<file path="src/rtl/confreg_pkg.sv">
// confreg_pkg: register offsets, UART_STAT bit positions, TX FSM states and a byte-lane merge helper
// shared by the confreg block and its bench.
package confreg_pkg;

    localparam logic [2:0] CONF_MTIME     = 3'd0;
    localparam logic [2:0] CONF_MTIMECMP  = 3'd1;
    localparam logic [2:0] CONF_UART_TX   = 3'd2;
    localparam logic [2:0] CONF_UART_STAT = 3'd3;
    localparam logic [2:0] CONF_UART_RX   = 3'd4;
    localparam logic [2:0] CONF_SCRATCH   = 3'd5;

    localparam int STAT_TX_FULL      = 0;
    localparam int STAT_TX_EMPTY     = 1;
    localparam int STAT_RX_VALID     = 2;
    localparam int STAT_TX_COUNT_LSB = 8;

    typedef enum logic {
        ST_IDLE,
        ST_GAP
    } tx_state_t;

    // Lanes with a set enable take the new byte, the rest keep the old one.
    function automatic logic [63:0] byte_merge(input logic [63:0] old_val,
                                               input logic [63:0] new_val,
                                               input logic [7:0]  wen);
        logic [63:0] merged;
        for (int i = 0; i < 8; i++) begin
            merged[i*8 +: 8] = wen[i] ? new_val[i*8 +: 8] : old_val[i*8 +: 8];
        end
        return merged;
    endfunction

endpackage

</file>
<file path="src/rtl/conf_fifo.sv">
// conf_fifo: synchronous byte FIFO for the confreg UART transmitter.
// Pointers carry one extra wrap bit so full and empty are distinguishable.
module conf_fifo #(
    parameter int DEPTH = 8
) (
    input  logic                     clock,
    input  logic                     reset,
    input  logic                     push,
    input  logic [7:0]               push_data,
    input  logic                     pop,
    output logic [7:0]               pop_data,
    output logic                     full,
    output logic                     empty,
    output logic [$clog2(DEPTH):0]   count
);
    localparam int AW = $clog2(DEPTH);

    logic [7:0]  mem [DEPTH];
    logic [AW:0] wr_ptr;
    logic [AW:0] rd_ptr;
    logic        do_push;
    logic        do_pop;

    assign empty    = (wr_ptr == rd_ptr);
    assign full     = (wr_ptr[AW] != rd_ptr[AW]) && (wr_ptr[AW-1:0] == rd_ptr[AW-1:0]);
    assign count    = wr_ptr - rd_ptr;
    assign pop_data = mem[rd_ptr[AW-1:0]];
    assign do_push  = push && !full;
    assign do_pop   = pop && !empty;

    always_ff @(posedge clock) begin
        if (reset) begin
            wr_ptr <= '0;
            rd_ptr <= '0;
        end else begin
            if (do_push) wr_ptr <= wr_ptr + (AW+1)'(1);
            if (do_pop)  rd_ptr <= rd_ptr + (AW+1)'(1);
        end
    end

    // Storage is not reset; the pointers alone define which entries are live.
    always_ff @(posedge clock) begin
        if (do_push) mem[wr_ptr[AW-1:0]] <= push_data;
    end

endmodule

</file>
<file path="src/rtl/confreg.sv">
// confreg: memory-mapped machine timer and buffered UART console with one-cycle registered reads.
// The UART receive path exists only when CONFREG_UART_RX_EN is defined.
module confreg
    import confreg_pkg::*;
#(
    parameter int TX_DEPTH = 8,
    parameter int TX_GAP   = 0
) (
    input  logic        clock,
    input  logic        reset,
    input  logic        conf_en,
    input  logic [7:0]  conf_wen,
    input  logic [63:0] conf_addr,
    input  logic [63:0] conf_wdata,
    output logic [63:0] conf_rdata,
    output logic        stallreq_conf,
    output logic        timer_int,
    output logic        uart_out_valid,
    output logic [7:0]  uart_out_ch,
    input  logic        uart_in_valid,
    input  logic [7:0]  uart_in_ch
);
    localparam int CW = $clog2(TX_DEPTH) + 1;
    localparam int GW = (TX_GAP > 0) ? $clog2(TX_GAP + 1) : 1;

    logic [2:0]    sel;
    logic          wr;
    logic          rd;
    logic [63:0]   mtime;
    logic [63:0]   mtimecmp;
    logic [63:0]   scratch;
    logic [63:0]   stat;
    logic [63:0]   rd_mux;
    logic          tx_push_req;
    logic          tx_push;
    logic          tx_pop;
    logic          tx_full;
    logic          tx_empty;
    logic [7:0]    tx_head;
    logic [CW-1:0] tx_count;
    tx_state_t     tx_state;
    logic [GW-1:0] gap_cnt;
    logic          rx_valid;
    logic [7:0]    rx_byte;
    logic          unused_addr;

    assign sel         = conf_addr[5:3];
    assign unused_addr = ^{conf_addr[63:6], conf_addr[2:0]};
    assign wr          = conf_en && (conf_wen != 8'd0);
    assign rd          = conf_en && (conf_wen == 8'd0);

    // A push against a full FIFO stalls even if the drain pops this cycle.
    assign tx_push_req   = wr && (sel == CONF_UART_TX) && conf_wen[0];
    assign tx_push       = tx_push_req && !tx_full;
    assign tx_pop        = (tx_state == ST_IDLE) && !tx_empty;
    assign stallreq_conf = !reset && tx_push_req && tx_full;

    conf_fifo #(.DEPTH(TX_DEPTH)) u_tx_fifo (
        .clock     (clock),
        .reset     (reset),
        .push      (tx_push),
        .push_data (conf_wdata[7:0]),
        .pop       (tx_pop),
        .pop_data  (tx_head),
        .full      (tx_full),
        .empty     (tx_empty),
        .count     (tx_count)
    );

    always_ff @(posedge clock) begin
        if (reset) begin
            mtime     <= '0;
            mtimecmp  <= '1;
            scratch   <= '0;
            timer_int <= 1'b0;
        end else begin
            if (wr && (sel == CONF_MTIME))
                mtime <= byte_merge(mtime + 64'd1, conf_wdata, conf_wen);
            else
                mtime <= mtime + 64'd1;
            if (wr && (sel == CONF_MTIMECMP))
                mtimecmp <= byte_merge(mtimecmp, conf_wdata, conf_wen);
            if (wr && (sel == CONF_SCRATCH))
                scratch <= byte_merge(scratch, conf_wdata, conf_wen);
            timer_int <= (mtime >= mtimecmp);
        end
    end

`ifdef CONFREG_UART_RX_EN
    // A byte arriving alongside an RX read wins, so it is not lost to the clear.
    always_ff @(posedge clock) begin
        if (reset) begin
            rx_valid <= 1'b0;
            rx_byte  <= 8'd0;
        end else if (uart_in_valid) begin
            rx_valid <= 1'b1;
            rx_byte  <= uart_in_ch;
        end else if (rd && (sel == CONF_UART_RX)) begin
            rx_valid <= 1'b0;
        end
    end
`else
    logic unused_rx;
    assign unused_rx = ^{uart_in_valid, uart_in_ch};
    assign rx_valid  = 1'b0;
    assign rx_byte   = 8'd0;
`endif

    always_ff @(posedge clock) begin
        if (reset) begin
            tx_state       <= ST_IDLE;
            gap_cnt        <= '0;
            uart_out_valid <= 1'b0;
            uart_out_ch    <= 8'd0;
        end else begin
            uart_out_valid <= 1'b0;
            case (tx_state)
                ST_IDLE: begin
                    if (tx_pop) begin
                        uart_out_valid <= 1'b1;
                        uart_out_ch    <= tx_head;
                        gap_cnt        <= GW'(TX_GAP);
                        if (TX_GAP != 0) tx_state <= ST_GAP;
                    end
                end
                ST_GAP: begin
                    gap_cnt <= gap_cnt - GW'(1);
                    if (gap_cnt <= GW'(1)) tx_state <= ST_IDLE;
                end
                default: tx_state <= ST_IDLE;
            endcase
        end
    end

    always_comb begin
        stat                                = '0;
        stat[STAT_TX_FULL]                  = tx_full;
        stat[STAT_TX_EMPTY]                 = tx_empty;
        stat[STAT_RX_VALID]                 = rx_valid;
        stat[STAT_TX_COUNT_LSB +: 8]        = 8'(tx_count);
        rd_mux = '0;
        case (sel)
            CONF_MTIME:     rd_mux = mtime;
            CONF_MTIMECMP:  rd_mux = mtimecmp;
            CONF_UART_STAT: rd_mux = stat;
            CONF_UART_RX:   rd_mux = {56'd0, rx_byte};
            CONF_SCRATCH:   rd_mux = scratch;
            default:        rd_mux = '0;
        endcase
    end

    always_ff @(posedge clock) begin
        if (reset)   conf_rdata <= '0;
        else if (rd) conf_rdata <= rd_mux;
    end

endmodule
</file>
<file path="config.mk">
export PLATFORM = sky130hd
export DESIGN_NAME = confreg
export DESIGN_NICKNAME = d
export VERILOG_FILES = /design/src/rtl/confreg_pkg.sv /design/src/rtl/conf_fifo.sv /design/src/rtl/confreg.sv
export SDC_FILE = /design/constraint.sdc
export NUM_CORES = 1
export LEC_CHECK = 0
export ABC_AREA = 1
export CORE_ASPECT_RATIO = 2
export CORE_MARGIN = 3
export CORE_UTILIZATION = 59
export CTS_CLUSTER_DIAMETER = 60
export CTS_CLUSTER_SIZE = 30
export DETAILED_ROUTE_END_ITERATION = 7
export PLACE_DENSITY = 0.95
export SLEW_MARGIN = 5
export SYNTH_ARGS = -nofsm -noshare
export SYNTH_HDL_FRONTEND = slang
export SYNTH_SLANG_ARGS = --single-unit
export TNS_END_PERCENT = 20
</file>
<file path="constraint.sdc">
create_clock -name clock -period 5 [get_ports clock]
set_clock_uncertainty 0.05 [all_clocks]
set_input_delay 1.25 -clock clock [delete_from_list [all_inputs] [get_ports clock]]
set_output_delay 1.25 -clock clock [all_outputs]
set_load 0.005 [all_outputs]
</file>
==> results of run 1 <==
-- state kept, by name, summed over array words and instances (netlist names) --
signal / count
mtimecmp: 64
u_tx_fifo.rd_ptr: 4
conf_rdata: 64
uart_out_valid: 1
u_tx_fifo.wr_ptr: 4
uart_out_ch: 8
timer_int: 1
mtime: 64
u_tx_fifo.mem: 64
scratch: 64
-- report_power, final --
part	switching, W	internal [W]	leakage [nW]
Combinational	0.000555	0.000305	5.05
Clock	0.000935	0.000663	0.241
Sequential	0.0000482	0.00285	2.79
-- worst min-delay path, stage by stage (launching register included) --
cell,delay [ns]
dfxtp_1,0.32
nand2_1,0.06
a21oi_1,0.05
-- per-stage QoR --
| stage | worst slack, ns | instance area [µm²] | total power [W] | utilization |
|---|---|---|---|---|
| after global placement | 0.507 | 18800 | 0.00374 | 0.663 |
| final | 0.438 | 19300 | 0.00535 | 0.680 |
| after CTS | 0.478 | 19300 | 0.00533 | 0.680 |
| after floorplan | 1.75 | 17200 | 0.00343 | - |
| after global routing | 0.372 | 19300 | 0.00552 | 0.680 |
| after detailed placement | 0.479 | 18800 | 0.00379 | 0.663 |
-- layout make-up --
type,count,share of cell area
repair buffers,172,0.0863
clock inverters,4,0.00291
flip-flops and latches,338,0.383
well taps,356,0.0230
multi-input cells,1554,0.429
diodes,1,0.000129
clock buffers,23,0.0232
inverters,270,0.0524
-- worst max-delay path by stage --
stage	slack (ns)	from	endpoint
global route	0.37	conf_wen[5]	stallreq_conf
finish	0.44	conf_wen[1]	stallreq_conf
global placement	0.51	conf_wen[1]	stallreq_conf
detailed placement	0.48	conf_wen[5]	stallreq_conf
CTS	0.48	conf_wen[5]	stallreq_conf
floorplan	1.75	conf_wen[7]	stallreq_conf
-- cell families after synthesis --
| logic type | after synthesis | share of synthesized area |
|---|---|---|
| flip-flops | 338 | 0.431 |
| buffers and inverters | 364 | 0.0871 |
| AND/OR/NAND/NOR | 870 | 0.227 |
| XOR/XNOR | 34 | 0.0173 |
| adder cells (fa/ha/maj) | 71 | 0.0521 |
| AO/OA/AOI/OAI | 579 | 0.186 |
-- per-layer routing --
metal	vias to the layer above	GRT usage	share of wire
met3	325	0.0470	0.060
met4	0	0.322	0.11
met5	-	0	0
met1	7667	0.322	0.30
met2	856	0.670	0.53
li1	7743	-	-
-- Yosys cell counts (all sizes together) --
master / n
a211oi: 1
a21o: 2
a21oi: 259
and2: 2
and3: 1
and3b: 1
buf: 40
clkbuf: 54
dfxtp: 274
edfxtp: 64
fa: 1
ha: 70
inv: 270
nand2: 462
nand3: 80
nand4: 32
nor2: 226
nor3: 61
nor4: 4
o2111ai: 1
o211ai: 14
o21a: 2
o21ai: 236
o21bai: 1
o221ai: 55
o22ai: 7
o31ai: 1
or2: 1
xnor2: 6
xor2: 28
==> flow_metrics.py, run 1 <==
metrics = {
    "routing": {
        "route.detailed.drc": 0,
        "ant_nets": 0,
        "firstDrtPassIters": 6,
        "via_per_inst": 6.10,
        "dr_total_vias": 16600,
        "dr.first_iter.drc_count": 1368,
        "wl_per_cell_um": 21.0,
        "totalWireLength_mm": 57.2,
    },
    "worst_setup_path": {
        "critical_path_class": "in -> out",
        "start_kind": "input port",
        "r2r_start": "u_tx_fifo.rd_ptr[2]",
        "slowest_delay_ns": 0.56,
        "cp_data_arrival_time_ns": 3.26,
        "cp_slowest_cell": "clkdlybuf4s50_1",
        "path_depth": 8,
        "r2r_slack_ns": 2.13,
        "cp_top_family": "buffers and inverters",
        "crit_fanout": 7,
        "cp.required_ns": 3.70,
        "cp-end-kind": "primary output",
        "r2r-end": "u_tx_fifo.mem[6][7]",
        "path_buf_inv": 3,
        "reg2reg_depth": 9,
        "crit_chain": "clkdlybuf4s50_1 > inv_2 > nand4_2 > nor2_4 > nor2_8 > nand3_1 > nor2_1 > clkdlybuf4s50_1",
        "cpMostUsedCell": "clkdlybuf4s50_1",
    },
    "finish": {
        "instances_no_fill": 2718,
        "area_growth_syn_to_layout_pct": 12.5,
        "multiInputGateArea_mm2": 0.00829,
        "final_common_cell": "nand2_1",
        "mostFrequentLayoutCells": "nand2_1, dfxtp_1, a21oi_1",
        "fillers": 2276,
        "regArea_mm2": 0.00741,
        "drive_above_1_share": 0.0500,
        "nNetsFinal": 2571,
    },
    "die": {
        "dieArea_mm2": 0.0313,
        "io_pins": 223,
        "chipWidth_um": 127,
        "rows": 87,
        "coreArea_mm2": 0.0284,
        "start_util": 0.605,
        "die_height_um": 247,
    },
    "synthesis": {
        "syn-cell-area_mm2": 0.0172,
        "syn_nets": 2475,
        "synth.avg_cell_area_um2": 7.62,
        "ys_seq_area_frac": 0.431,
        "synth_seq_cells": 338,
        "synth_top_area_cell": "dfxtp_1",
        "ys_types": 44,
        "netlist_instances": 2256,
        "synth.top_cell.area_share": 0.319,
        "ys_top_cells_by_area": "dfxtp_1, edfxtp_1, nand2_1",
        "ys_warn_count": 0,
    },
    "clock_network": {
        "insertion_delay_ns": 0.54,
        "clk_pin_slew_ns": 0.11,
        "cts_setup_buffers": 0,
        "cts_tree": "done",
        "clock_path_buffers": 3,
        "cts_resized": 0,
        "clock-root-buffer": "clkbuf_16",
        "hold_buffers": 0,
        "cts_htree_levels": 1,
        "clock_sinks": 338,
        "numCtsBuffers": 16,
    },
    "power_and_ir_drop": {
        "p_leak_nw": 8.09,
        "p_per_area_mw_per_mm2": 277,
        "vdd_drop_max_uv": 312,
    },
    "timing": {
        "tightest_slew_ns": 1.16,
        "fin_crit_sh": 0.912,
        "fin_tns_setup_ns": 0,
        "timing.hold.ws_ns": 0.421,
        "fmax_mhz": 219,
        "hold_viol": 0,
        "setup_violations": 0,
        "period_needed_ns": 4.56,
        "relSlewSlack": 0.226,
        "drv_slew": 0,
        "rsz0062_at_grt": "false",
    },
    "worst_hold_path": {
        "min_from": "conf_rdata[46]",
        "hold_end": "conf_rdata[46]",
        "worstHoldPathType": "reg -> reg",
        "hold_depth": 2,
    },
    "global_routing": {
        "overflow": 0,
        "grt_max_degree": 111,
        "grt_usage": 0.356,
        "antenna_found_initial": 1,
        "grt_pass1_wl_mm": 87.4,
        "grt_pass1_vias": 16800,
    },
    "place": {
        "post-dp-hpwl_mm": 42.9,
        "port_buffers": 152,
        "dpl.cell_count": 2690,
        "place_congestion": 1.02,
    },
    "status": {
        "status": "finished, final reports clean",
    },
    "job": {
        "cap_violations": 0,
    },
}
Note: power is estimated with default switching activity, not from simulation.
==> inputs of run 2 (changes only) <==
- CORE_UTILIZATION: 59 -> 35
- HOLD_SLACK_MARGIN: default -> 0.1
- PLACE_DENSITY: 0.95 -> 0.66
- clock period: 5 -> 4.4 ns (I/O delays scaled with it)
==> run 2 against run 1 <==
Against the previous run:
- clock-buffer cell count grew 1
- critical path depth fell by 2
- combinational power rose by 11%
- critical path type unchanged
- largest power group unchanged
==> flow_metrics.py, run 2 (same netlist as run 1, synthesis figures left out) <==
metrics = {
    "status": {
        "status": "finished, final reports clean",
    },
    "worst_setup_path": {
        "cpMostUsedCell": "clkdlybuf4s50_1",
        "cp-end-kind": "primary output",
        "slowest_delay_ns": 0.58,
        "cp_slowest_cell": "clkdlybuf4s50_1",
        "r2r_start": "u_tx_fifo.rd_ptr[2]",
        "cp-startpoint": "conf_addr[3]",
        "cp_data_arrival_time_ns": 3.14,
        "critical_path_class": "in -> out",
        "cp.required_ns": 3.25,
        "crit_chain": "clkdlybuf4s50_1 > nor4_1 > buf_4 > nand3_1 > nor2_1 > clkdlybuf4s50_1",
        "start_kind": "input port",
        "crit_fanout": 5,
        "path_buf_inv": 3,
        "cp_top_family": "buffers and inverters",
    },
    "timing": {
        "period_needed_ns": 4.29,
        "tightest_slew_ns": 1.08,
        "fin_tns_setup_ns": 0,
        "fin_crit_sh": 0.975,
        "rsz0062_at_grt": "false",
        "hold_viol": 0,
        "fmax_mhz": 233,
        "setup_violations": 0,
        "relSlewSlack": 0.272,
        "drv_slew": 0,
    },
    "clock_network": {
        "clock-root-buffer": "clkbuf_16",
        "numCtsBuffers": 23,
        "clock_sinks": 338,
        "cts_htree_levels": 1,
        "cts_resized": 0,
        "hold_buffers": 0,
        "cts_setup_buffers": 0,
        "cts_tree": "done",
        "insertion_delay_ns": 0.58,
        "clock_path_buffers": 3,
        "clk_pin_slew_ns": 0.09,
    },
    "power_and_ir_drop": {
        "power.total_w": 0.00677,
        "p_per_area_mw_per_mm2": 336,
        "vdd_drop_max_uv": 340,
        "p_leak_nw": 8.30,
    },
    "finish": {
        "drive_above_1_share": 0.0597,
        "regArea_mm2": 0.00741,
        "mostFrequentLayoutCells": "nand2_1, dfxtp_1, a21oi_1",
        "multiInputGateArea_mm2": 0.00829,
        "final_common_cell": "nand2_1",
        "area_growth_syn_to_layout_pct": 17.2,
        "nNetsFinal": 2584,
        "fillers": 5016,
    },
    "die": {
        "chipWidth_um": 163,
        "start_util": 0.354,
        "die_height_um": 319,
        "coreArea_mm2": 0.0485,
        "rows": 114,
        "dieArea_mm2": 0.0520,
        "io_pins": 223,
    },
    "place": {
        "post-dp-hpwl_mm": 47.2,
        "place_congestion": 0.989,
        "port_buffers": 152,
    },
    "routing": {
        "route.detailed.drc": 0,
        "wl_per_cell_um": 20.3,
        "via_per_inst": 5.35,
        "dr.first_iter.drc_count": 1124,
        "firstDrtPassIters": 6,
        "dr_total_vias": 16200,
        "totalWireLength_mm": 61.3,
        "ant_nets": 0,
    },
    "worst_hold_path": {
        "worstHoldPathType": "reg -> reg",
        "min_from": "conf_rdata[15]",
    },
    "global_routing": {
        "grt_pass1_wl_mm": 92.1,
        "antenna_found_initial": 5,
        "grt_pass1_vias": 16100,
        "overflow": 0,
        "grt_usage": 0.229,
        "grt_max_degree": 84,
    },
    "job": {
        "cap_violations": 0,
    },
}
## run 2: cell types whose count changed in the layout (fill, tap and decap cells not counted), sizes merged
cell / before / now
buf: 21 / 27
clkinv: 0 / 7
diode: 1 / 3
inv: 273 / 278
clkbuf: 23 / 24
## run 2: metrics by stage
step	cell area, µm²	hold WS, ns	util	setup WS, ns	cells
5_1_grt	20100	0.431	0.415	0.0544	3021
6_report	20100	0.417	0.415	0.109	3021
4_1_cts	20100	0.417	0.415	0.139	3018
3_5_place_dp	19200	0.403	0.397	0.144	2978
3_3_place_gp	19200	0.403	0.397	0.188	2978
2_1_floorplan	17200	0.407	-	1.41	2256
## run 2: path summary, 6_finish.rpt
path / to / slack [ns] / cells past startpoint
max reg2reg: u_tx_fifo.mem[7][2] / 1.59 / 9
min reg2reg: conf_rdata[15] / 0.42 / 2
min: conf_rdata[15] / 0.42 / 2
max: stallreq_conf / 0.11 / 6
## run 2: power by group
group	internal (W)	switching, W	total, W
Combinational	0.000343	0.000610	0.000953
Sequential	0.00324	0.0000578	0.00329
Clock	0.00111	0.00141	0.00252
## run 2: metal layers
metal | share of wire | global-route usage | vias to the layer above | wire (µm)
met5 | 0.00047 | 0 | - | 29
met4 | 0.10 | 0.194 | 4 | 6140
met3 | 0.043 | 0.0257 | 241 | 2640
met2 | 0.53 | 0.430 | 576 | 32700
met1 | 0.32 | 0.216 | 7582 | 19800
li1 | - | - | 7768 | -
## run 2: worst register-to-register path: cells and delay by family (launching register included)
family        cells  cell delay [ns]
simple gates      5             0.97
buf+inv           3             0.51
flops             1             0.46
fa+ha+maj         1             0.44
## run 2: cell type report
| type | instances | share of cell area |
|---|---|---|
| well taps | 638 | 0.0396 |
| repair buffers | 178 | 0.0857 |
| multi-input cells | 1554 | 0.412 |
| flip-flops and latches | 338 | 0.368 |
| clock inverters | 16 | 0.0155 |
| inverters | 270 | 0.0503 |
| diodes | 3 | 0.000373 |
| clock buffers | 24 | 0.0288 |
==> inputs of run 3 (changes only) <==
- HOLD_SLACK_MARGIN: 0.1 -> default
==> results of run 3 <==
Same layout as run 2: the final DEF is identical, and so are final timing and power.
